<file path="config.mk">
export PLATFORM = sky130hd
export DESIGN_NAME = alu_resp_buffer_flat
export DESIGN_NICKNAME = d
export VERILOG_FILES = /design/src/rtl/alu_pkg.sv /design/src/rtl/alu_resp_buffer_if.sv /design/src/rtl/alu_resp_buffer.sv /design/src/flat_wrapper.sv
export SDC_FILE = /design/constraint.sdc
export NUM_CORES = 1
export LEC_CHECK = 0
export ABC_AREA = 1
export CORE_MARGIN = 2
export CORE_UTILIZATION = 57
export CTS_BUF_LIST = sky130_fd_sc_hd__clkbuf_4 sky130_fd_sc_hd__clkbuf_8
export DETAILED_ROUTE_END_ITERATION = 7
export DONT_BUFFER_PORTS = 1
export GPL_ROUTABILITY_DRIVEN = 0
export GPL_TIMING_DRIVEN = 0
export PLACE_DENSITY = 0.72
export SLEW_MARGIN = 20
export SYNTH_ARGS = -nofsm -noshare
export SYNTH_HDL_FRONTEND = slang
export SYNTH_SLANG_ARGS = --single-unit
</file>
<file path="constraint.sdc">
create_clock -name clk -period 4.08 [get_ports clk]
set_input_delay 0.816 -clock clk [delete_from_list [all_inputs] [get_ports clk]]
set_output_delay 0.816 -clock clk [all_outputs]
set_load 0.01 [all_outputs]
</file>
<file path="src/rtl/alu_pkg.sv">
// rtl/alu_pkg.sv - Shared ALU opcode type and pipeline constants
package alu_pkg;

  typedef enum logic [2:0] {
    AND = 3'd0,
    OR  = 3'd1,
    NOT = 3'd2,
    ADD = 3'd3,
    SUB = 3'd4,
    SHL = 3'd5,
    SHR = 3'd6
  } alu_op_t;

  localparam int ALU_LAT        = 2;
  localparam int ALU_RESP_DEPTH = 8;

endpackage

</file>
<file path="src/rtl/alu_resp_buffer_if.sv">
// rtl/alu_resp_buffer_if.sv - Issue credit, ALU result and consumer handshake bundle
interface alu_resp_buffer_if
  import alu_pkg::*;
#(
  parameter int WIDTH = 32,
  parameter int DEPTH = ALU_RESP_DEPTH
) ();

  logic                       alu_issue_i;
  logic                       issue_ok_o;
  logic                       res_valid_i;
  logic [WIDTH-1:0]           res_i;
  logic                       out_valid_o;
  logic [WIDTH-1:0]           out_data_o;
  logic                       out_ready_i;
  logic [$clog2(DEPTH+1)-1:0] count_o;
  logic                       overflow_o;

  // Issuer / ALU / consumer side
  modport master (
    output alu_issue_i, res_valid_i, res_i, out_ready_i,
    input  issue_ok_o, out_valid_o, out_data_o, count_o, overflow_o
  );

  // Response buffer side
  modport slave (
    input  alu_issue_i, res_valid_i, res_i, out_ready_i,
    output issue_ok_o, out_valid_o, out_data_o, count_o, overflow_o
  );

endinterface

</file>
<file path="src/rtl/alu_resp_buffer.sv">
// rtl/alu_resp_buffer.sv - Result FIFO with issue credit behind the ALU; optional same-cycle bypass via ALU_RESP_BYPASS_EN
module alu_resp_buffer
  import alu_pkg::*;
#(
  parameter int DEPTH = ALU_RESP_DEPTH,
  parameter int WIDTH = 32,
  parameter int LAT   = ALU_LAT
) (
  input logic              clk,
  input logic              rst,
  alu_resp_buffer_if.slave bus
);

  localparam int CW = $clog2(DEPTH + 1);
  localparam int PW = $clog2(DEPTH);
  // The ALU pipeline can never hold more than LAT ops, so inflight stays small.
  localparam int IW = $clog2(LAT + 2);
  localparam int SW = ((CW > IW) ? CW : IW) + 1;

  logic [WIDTH-1:0] mem [DEPTH];
  logic [PW-1:0]    wr_ptr;
  logic [PW-1:0]    rd_ptr;
  logic [CW-1:0]    count;
  logic [IW-1:0]    inflight;
  logic             overflow;

  logic             empty;
  logic             full;
  logic             bypass;
  logic             pop_mem;
  logic             push_mem;
  logic             wr_en;
  logic [SW-1:0]    load;

  assign empty = (count == '0);
  assign full  = (count == CW'(DEPTH));

`ifdef ALU_RESP_BYPASS_EN
  assign bypass          = empty & bus.res_valid_i;
  assign bus.out_data_o  = empty ? bus.res_i : mem[rd_ptr];
`else
  assign bypass          = 1'b0;
  assign bus.out_data_o  = mem[rd_ptr];
`endif

  assign bus.out_valid_o = !empty | bypass;

  // A bypassed result taken by the consumer never touches storage.
  assign pop_mem  = !empty & bus.out_ready_i;
  assign push_mem = bus.res_valid_i & !(bypass & bus.out_ready_i);
  // When full, a push only lands if a pop frees the head slot in the same cycle.
  assign wr_en    = push_mem & (!full | pop_mem);

  // Credit covers both stored results and results still inside the ALU.
  assign load           = SW'(count) + SW'(inflight);
  assign bus.issue_ok_o = load < SW'(DEPTH);
  assign bus.count_o    = count;
  assign bus.overflow_o = overflow;

  // Result storage write; contents need no reset since out_valid_o gates them.
  always_ff @(posedge clk) begin
    if (!rst && wr_en) begin
      mem[wr_ptr] <= bus.res_i;
    end
  end

  // Pointer, occupancy and sticky overflow bookkeeping.
  always_ff @(posedge clk) begin
    if (rst) begin
      wr_ptr   <= '0;
      rd_ptr   <= '0;
      count    <= '0;
      overflow <= 1'b0;
    end else begin
      if (wr_en) begin
        wr_ptr <= wr_ptr + PW'(1);
      end
      if (pop_mem) begin
        rd_ptr <= rd_ptr + PW'(1);
      end
      if (wr_en && !pop_mem) begin
        count <= count + CW'(1);
      end else if (pop_mem && !wr_en) begin
        count <= count - CW'(1);
      end
      if (push_mem && !wr_en) begin
        overflow <= 1'b1;
      end
    end
  end

  // Ops launched into the ALU whose result has not yet come back.
  always_ff @(posedge clk) begin
    if (rst) begin
      inflight <= '0;
    end else begin
      case ({bus.alu_issue_i, bus.res_valid_i})
        2'b10:   inflight <= inflight + IW'(1);
        2'b01:   if (inflight != '0) inflight <= inflight - IW'(1);
        default: inflight <= inflight;
      endcase
    end
  end

  // A result with nothing outstanding means the ALU and this block disagree.
  assert property (@(posedge clk) disable iff (rst)
    !(bus.res_valid_i && !bus.alu_issue_i && inflight == '0));

endmodule

</file>
<file path="src/flat_wrapper.sv">
// flat-port wrapper written by rule: the top's interface ports become plain ports
module alu_resp_buffer_flat import alu_pkg::*;
#(
  parameter int DEPTH = ALU_RESP_DEPTH,
  parameter int WIDTH = 32,
  parameter int LAT   = ALU_LAT
)
  (clk, rst, bus_alu_issue_i, bus_res_valid_i, bus_res_i, bus_out_ready_i, bus_issue_ok_o, bus_out_valid_o, bus_out_data_o, bus_count_o, bus_overflow_o);
  alu_resp_buffer_if #(.WIDTH(WIDTH), .DEPTH(DEPTH)) bus_i ();
  input logic clk;
  input logic rst;
  input wire logic [$bits(bus_i.alu_issue_i)-1:0] bus_alu_issue_i;
  input wire logic [$bits(bus_i.res_valid_i)-1:0] bus_res_valid_i;
  input wire logic [$bits(bus_i.res_i)-1:0] bus_res_i;
  input wire logic [$bits(bus_i.out_ready_i)-1:0] bus_out_ready_i;
  output wire logic [$bits(bus_i.issue_ok_o)-1:0] bus_issue_ok_o;
  output wire logic [$bits(bus_i.out_valid_o)-1:0] bus_out_valid_o;
  output wire logic [$bits(bus_i.out_data_o)-1:0] bus_out_data_o;
  output wire logic [$bits(bus_i.count_o)-1:0] bus_count_o;
  output wire logic [$bits(bus_i.overflow_o)-1:0] bus_overflow_o;
  assign bus_i.alu_issue_i = bus_alu_issue_i;
  assign bus_i.res_valid_i = bus_res_valid_i;
  assign bus_i.res_i = bus_res_i;
  assign bus_i.out_ready_i = bus_out_ready_i;
  assign bus_issue_ok_o = bus_i.issue_ok_o;
  assign bus_out_valid_o = bus_i.out_valid_o;
  assign bus_out_data_o = bus_i.out_data_o;
  assign bus_count_o = bus_i.count_o;
  assign bus_overflow_o = bus_i.overflow_o;
  alu_resp_buffer #(.DEPTH(DEPTH), .WIDTH(WIDTH), .LAT(LAT)) u_core (.clk(clk), .rst(rst), .bus(bus_i));
endmodule
</file>
==> impl_metrics.yaml <==
power_and_ir_drop:
  cellPowerDensity_nw_per_um2: 586
  p_sw_frac: 0.308
  p_sw_mw: 2.22
  ir_drop_v: 0.000364
  internal_power_mw: 4.98
  power_frac_seq: 0.449
  p_comb_frac: 0.235
  power.leakage_nw: 4.31
  clkPwrFrac: 0.316
route:
  vias: 6790
  dr.first_iter.drc_count: 647
  dr.pass1.iters: 5
  wl_per_cell_um: 18.9
  wirelength_um: 23000
  vias_per_cell: 5.57
  drc_errors: 0
  ant_nets: 0
logic_synthesis:
  syn_area_um2: 10800
  synth-compound-area-share: 0.0966
  yosysUniqueCellTypes: 23
  yosysSeqAreaShare: 0.738
  synth_simple_gate_area_share: 0.120
  synth_top_family_by_area: "simple AND/OR/NAND/NOR gates"
  synth_xor_area_frac: 0.00404
  ys_warn_count: 0
  synth_mux_area_frac: 0
  syn_nets: 946
  postSynthCellCount: 902
  ys_ff_latch: 272
  synthAdderAreaFrac: 0.00877
  syn_area_per_cell_um2: 12.0
clock_network:
  cts_resized: 0
  clk_latency_ns: 0.52
  path_clk_slew_ns: 0.06
  hold_buffers: 0
  cts_inserted_buffers: 43
  cts_tree: "built"
  h-tree-depth: 2
  cts_setup_buffers: 0
  clock-sinks: 272
  cts.path.max_buffers: 3
  cts-root-buf: "clkbuf_8"
die:
  fp.dieW_um: 142
  ios: 76
  die_h_um: 142
  rows: 50
  die-area_um2: 20100
  initial_core_util: 0.580
  core_area_um2: 18700
timing:
  finalMaxSlewViolations: 0
  rsz0062_at_grt: "false"
  period_share: 0.756
  holdWs_ns: 0.356
  setup_viol_count_final: 0
  min_period_ns: 3.08
  timing.fmax_mhz: 324
  maxSlewHeadroom: 0.507
  tightest_slew_ns: 0.738
  hold_viol: 0
  final.setup_skew_ns: 0.0142
layout:
  nets: 999
  final_core_util: 0.656
  drive_above_1_share: 0.118
  area_growth_pct: 13.2
  antenna_cells: 0
  fillers: 1348
flow_run:
  drv_cap: 0
hold_path:
  whs_endpoint: "u_core.wr_ptr[2]"
  whs_path_depth: 1
  min_from: "rst"
  min_path_type: "in2reg"
worst_setup_path:
  r2r_end: "u_core.mem[2][20]"
  critPathKind: "reg2out"
  cp-end-kind: "primary output"
  path_max_fanout: 10
  rrSetupSlack_ns: 1.59
  required_ns: 3.26
  rr_startpoint: "u_core.bus.count_o[0]"
  r2r_cells: 7
  cp-start-kind: "flip-flop"
  worstPathArrival_ns: 2.27
placed_design:
  hpwlAfterDp_um: 14700
  port_buffers: 0
global_routing:
  grt_pass1_wl_um: 36100
  grt_util_all_layers: 0.237
  gr-total-overflow: 0
  grt_max_degree: 23
  grt_pass1_vias: 6890
  antenna_found_initial: 0
outcome:
  status: "complete, no violations"
power by group through the flow:
stage | Clock (mW) | Sequential, mW | Combinational, mW
floorplan | 0 | 3.27 | 1.21
global placement | 0 | 3.29 | 1.63
detailed placement | 0 | 3.28 | 1.69
CTS | 2.31 | 3.23 | 1.70
global route | 2.43 | 3.24 | 1.91
finish | 2.27 | 3.23 | 1.69
critical path, cell delays in order, from the launching register on:
cell and delay (ns):
dfxtp_1 0.34, buf_2 0.27, clkbuf_1 0.43, o21ai_0 0.18, o21ai_0 0.22, nand2_1 0.11, nand2_1 0.18
synth_stat cells:
| cell type | number | share of area |
|---|---|---|
| inv_2 | 1 | 0.00035 |
| clkbuf_1 | 16 | 0.0055 |
| buf_12 | 1 | 0.0018 |
| a21oi_1 | 9 | 0.0042 |
| edfxtp_1 | 256 | 0.71 |
| buf_1 | 3 | 0.0010 |
| xor2_1 | 5 | 0.0040 |
| nand2_1 | 113 | 0.039 |
| o21ai_0 | 139 | 0.064 |
| buf_6 | 3 | 0.0031 |
| o21ai_1 | 58 | 0.027 |
| a31o_2 | 1 | 0.00081 |
| buf_4 | 6 | 0.0042 |
| dfxtp_1 | 16 | 0.030 |
| ha_1 | 6 | 0.0069 |
| nand3_1 | 12 | 0.0055 |
| o211ai_1 | 1 | 0.00069 |
| nor2_1 | 218 | 0.075 |
| inv_1 | 16 | 0.0055 |
| fa_1 | 1 | 0.0018 |
| buf_8 | 1 | 0.0014 |
| buf_2 | 14 | 0.0065 |
| clkbuf_2 | 6 | 0.0028 |
kinds of logic (layout without fill, tap and decap cells):
kind of cell | after synthesis | in the layout
and+or+nand+nor | 343 | 343
DFF | 272 | 272
adders and majority gates | 7 | 7
xor gates and xnor gates | 5 | 5
buffers and inverters | 67 | 150
AOI/OAI and AO/OA | 208 | 208
area by class of cell:
type | count | area, um^2 | area share
buffer | 50 | 285 | 0.0232
clock buffer | 61 | 752 | 0.0613
clock inverter | 14 | 110 | 0.00897
inverter | 17 | 63.8 | 0.00520
multi-input combinational | 563 | 2550 | 0.208
sequential | 272 | 8010 | 0.652
tap | 234 | 293 | 0.0239
timing repair buffer | 8 | 213 | 0.0173
how the worst max path moves through the flow:
| stage | end | slack [ns] | cells after the start | start |
|---|---|---|---|---|
| 2_1_floorplan | u_core.mem[0][0] | 1.04 | 6 | bus_out_ready_i |
| 3_3_place_gp | u_core.mem[3][24] | -0.28 | 4 | rst |
| 3_5_place_dp | u_core.mem[2][24] | 1.35 | 7 | bus_out_ready_i |
| 4_1_cts | bus_out_data_o[20] | 1.02 | 6 | flip-flop |
| 5_1_grt | bus_out_data_o[7] | 0.87 | 6 | flip-flop |
| 6_report | bus_out_data_o[7] | 1.0 | 6 | flip-flop |
layout by cell type (no fill, tap or decap), types with 4 or more instances in the layout:
master / n
nand2_1: 113
clkbuf_4: 14
buf_2: 14
edfxtp_1: 256
buf_16: 7
nor2_1: 210
inv_1: 16
nor2_4: 8
clkbuf_2: 6
clkbuf_8: 47
o21ai_1: 58
dfxtp_1: 16
ha_1: 6
clkinv_2: 4
buf_4: 6
clkbuf_1: 16
a21oi_1: 9
xor2_1: 5
clkinv_1: 8
nand3_1: 12
o21ai_0: 139
flip-flops by register name (all words and copies together) (netlist names), named ones only:
signal and flops:
u_core.bus.count_o 4, u_core.bus.overflow_o 1, u_core.inflight 2, u_core.mem 256, u_core.rd_ptr 3, u_core.wr_ptr 3
metal layers:
metal | routed length [um] | track usage
met2 | 11300 | 0.390
met1 | 9400 | 0.311
met5 | 0 | 0
met3 | 1810 | 0.0562
met4 | 512 | 0.0895
metrics by stage:
stage               setup WS [ns]  setup TNS [ns]  total power, mW  std cells  instance area (um^2)
finish                      0.997               0             7.19       1219                 12300
detailed placement           1.35               0             4.98       1144                 11400
global placement           -0.282          -37.35             4.92       1136                 11100
CTS                          1.02               0             7.24       1219                 12300
floorplan                    1.04               0             4.48        902                 10800
global route                0.875               0             7.58       1219                 12300
Note: power is estimated with default switching activity, not from simulation.
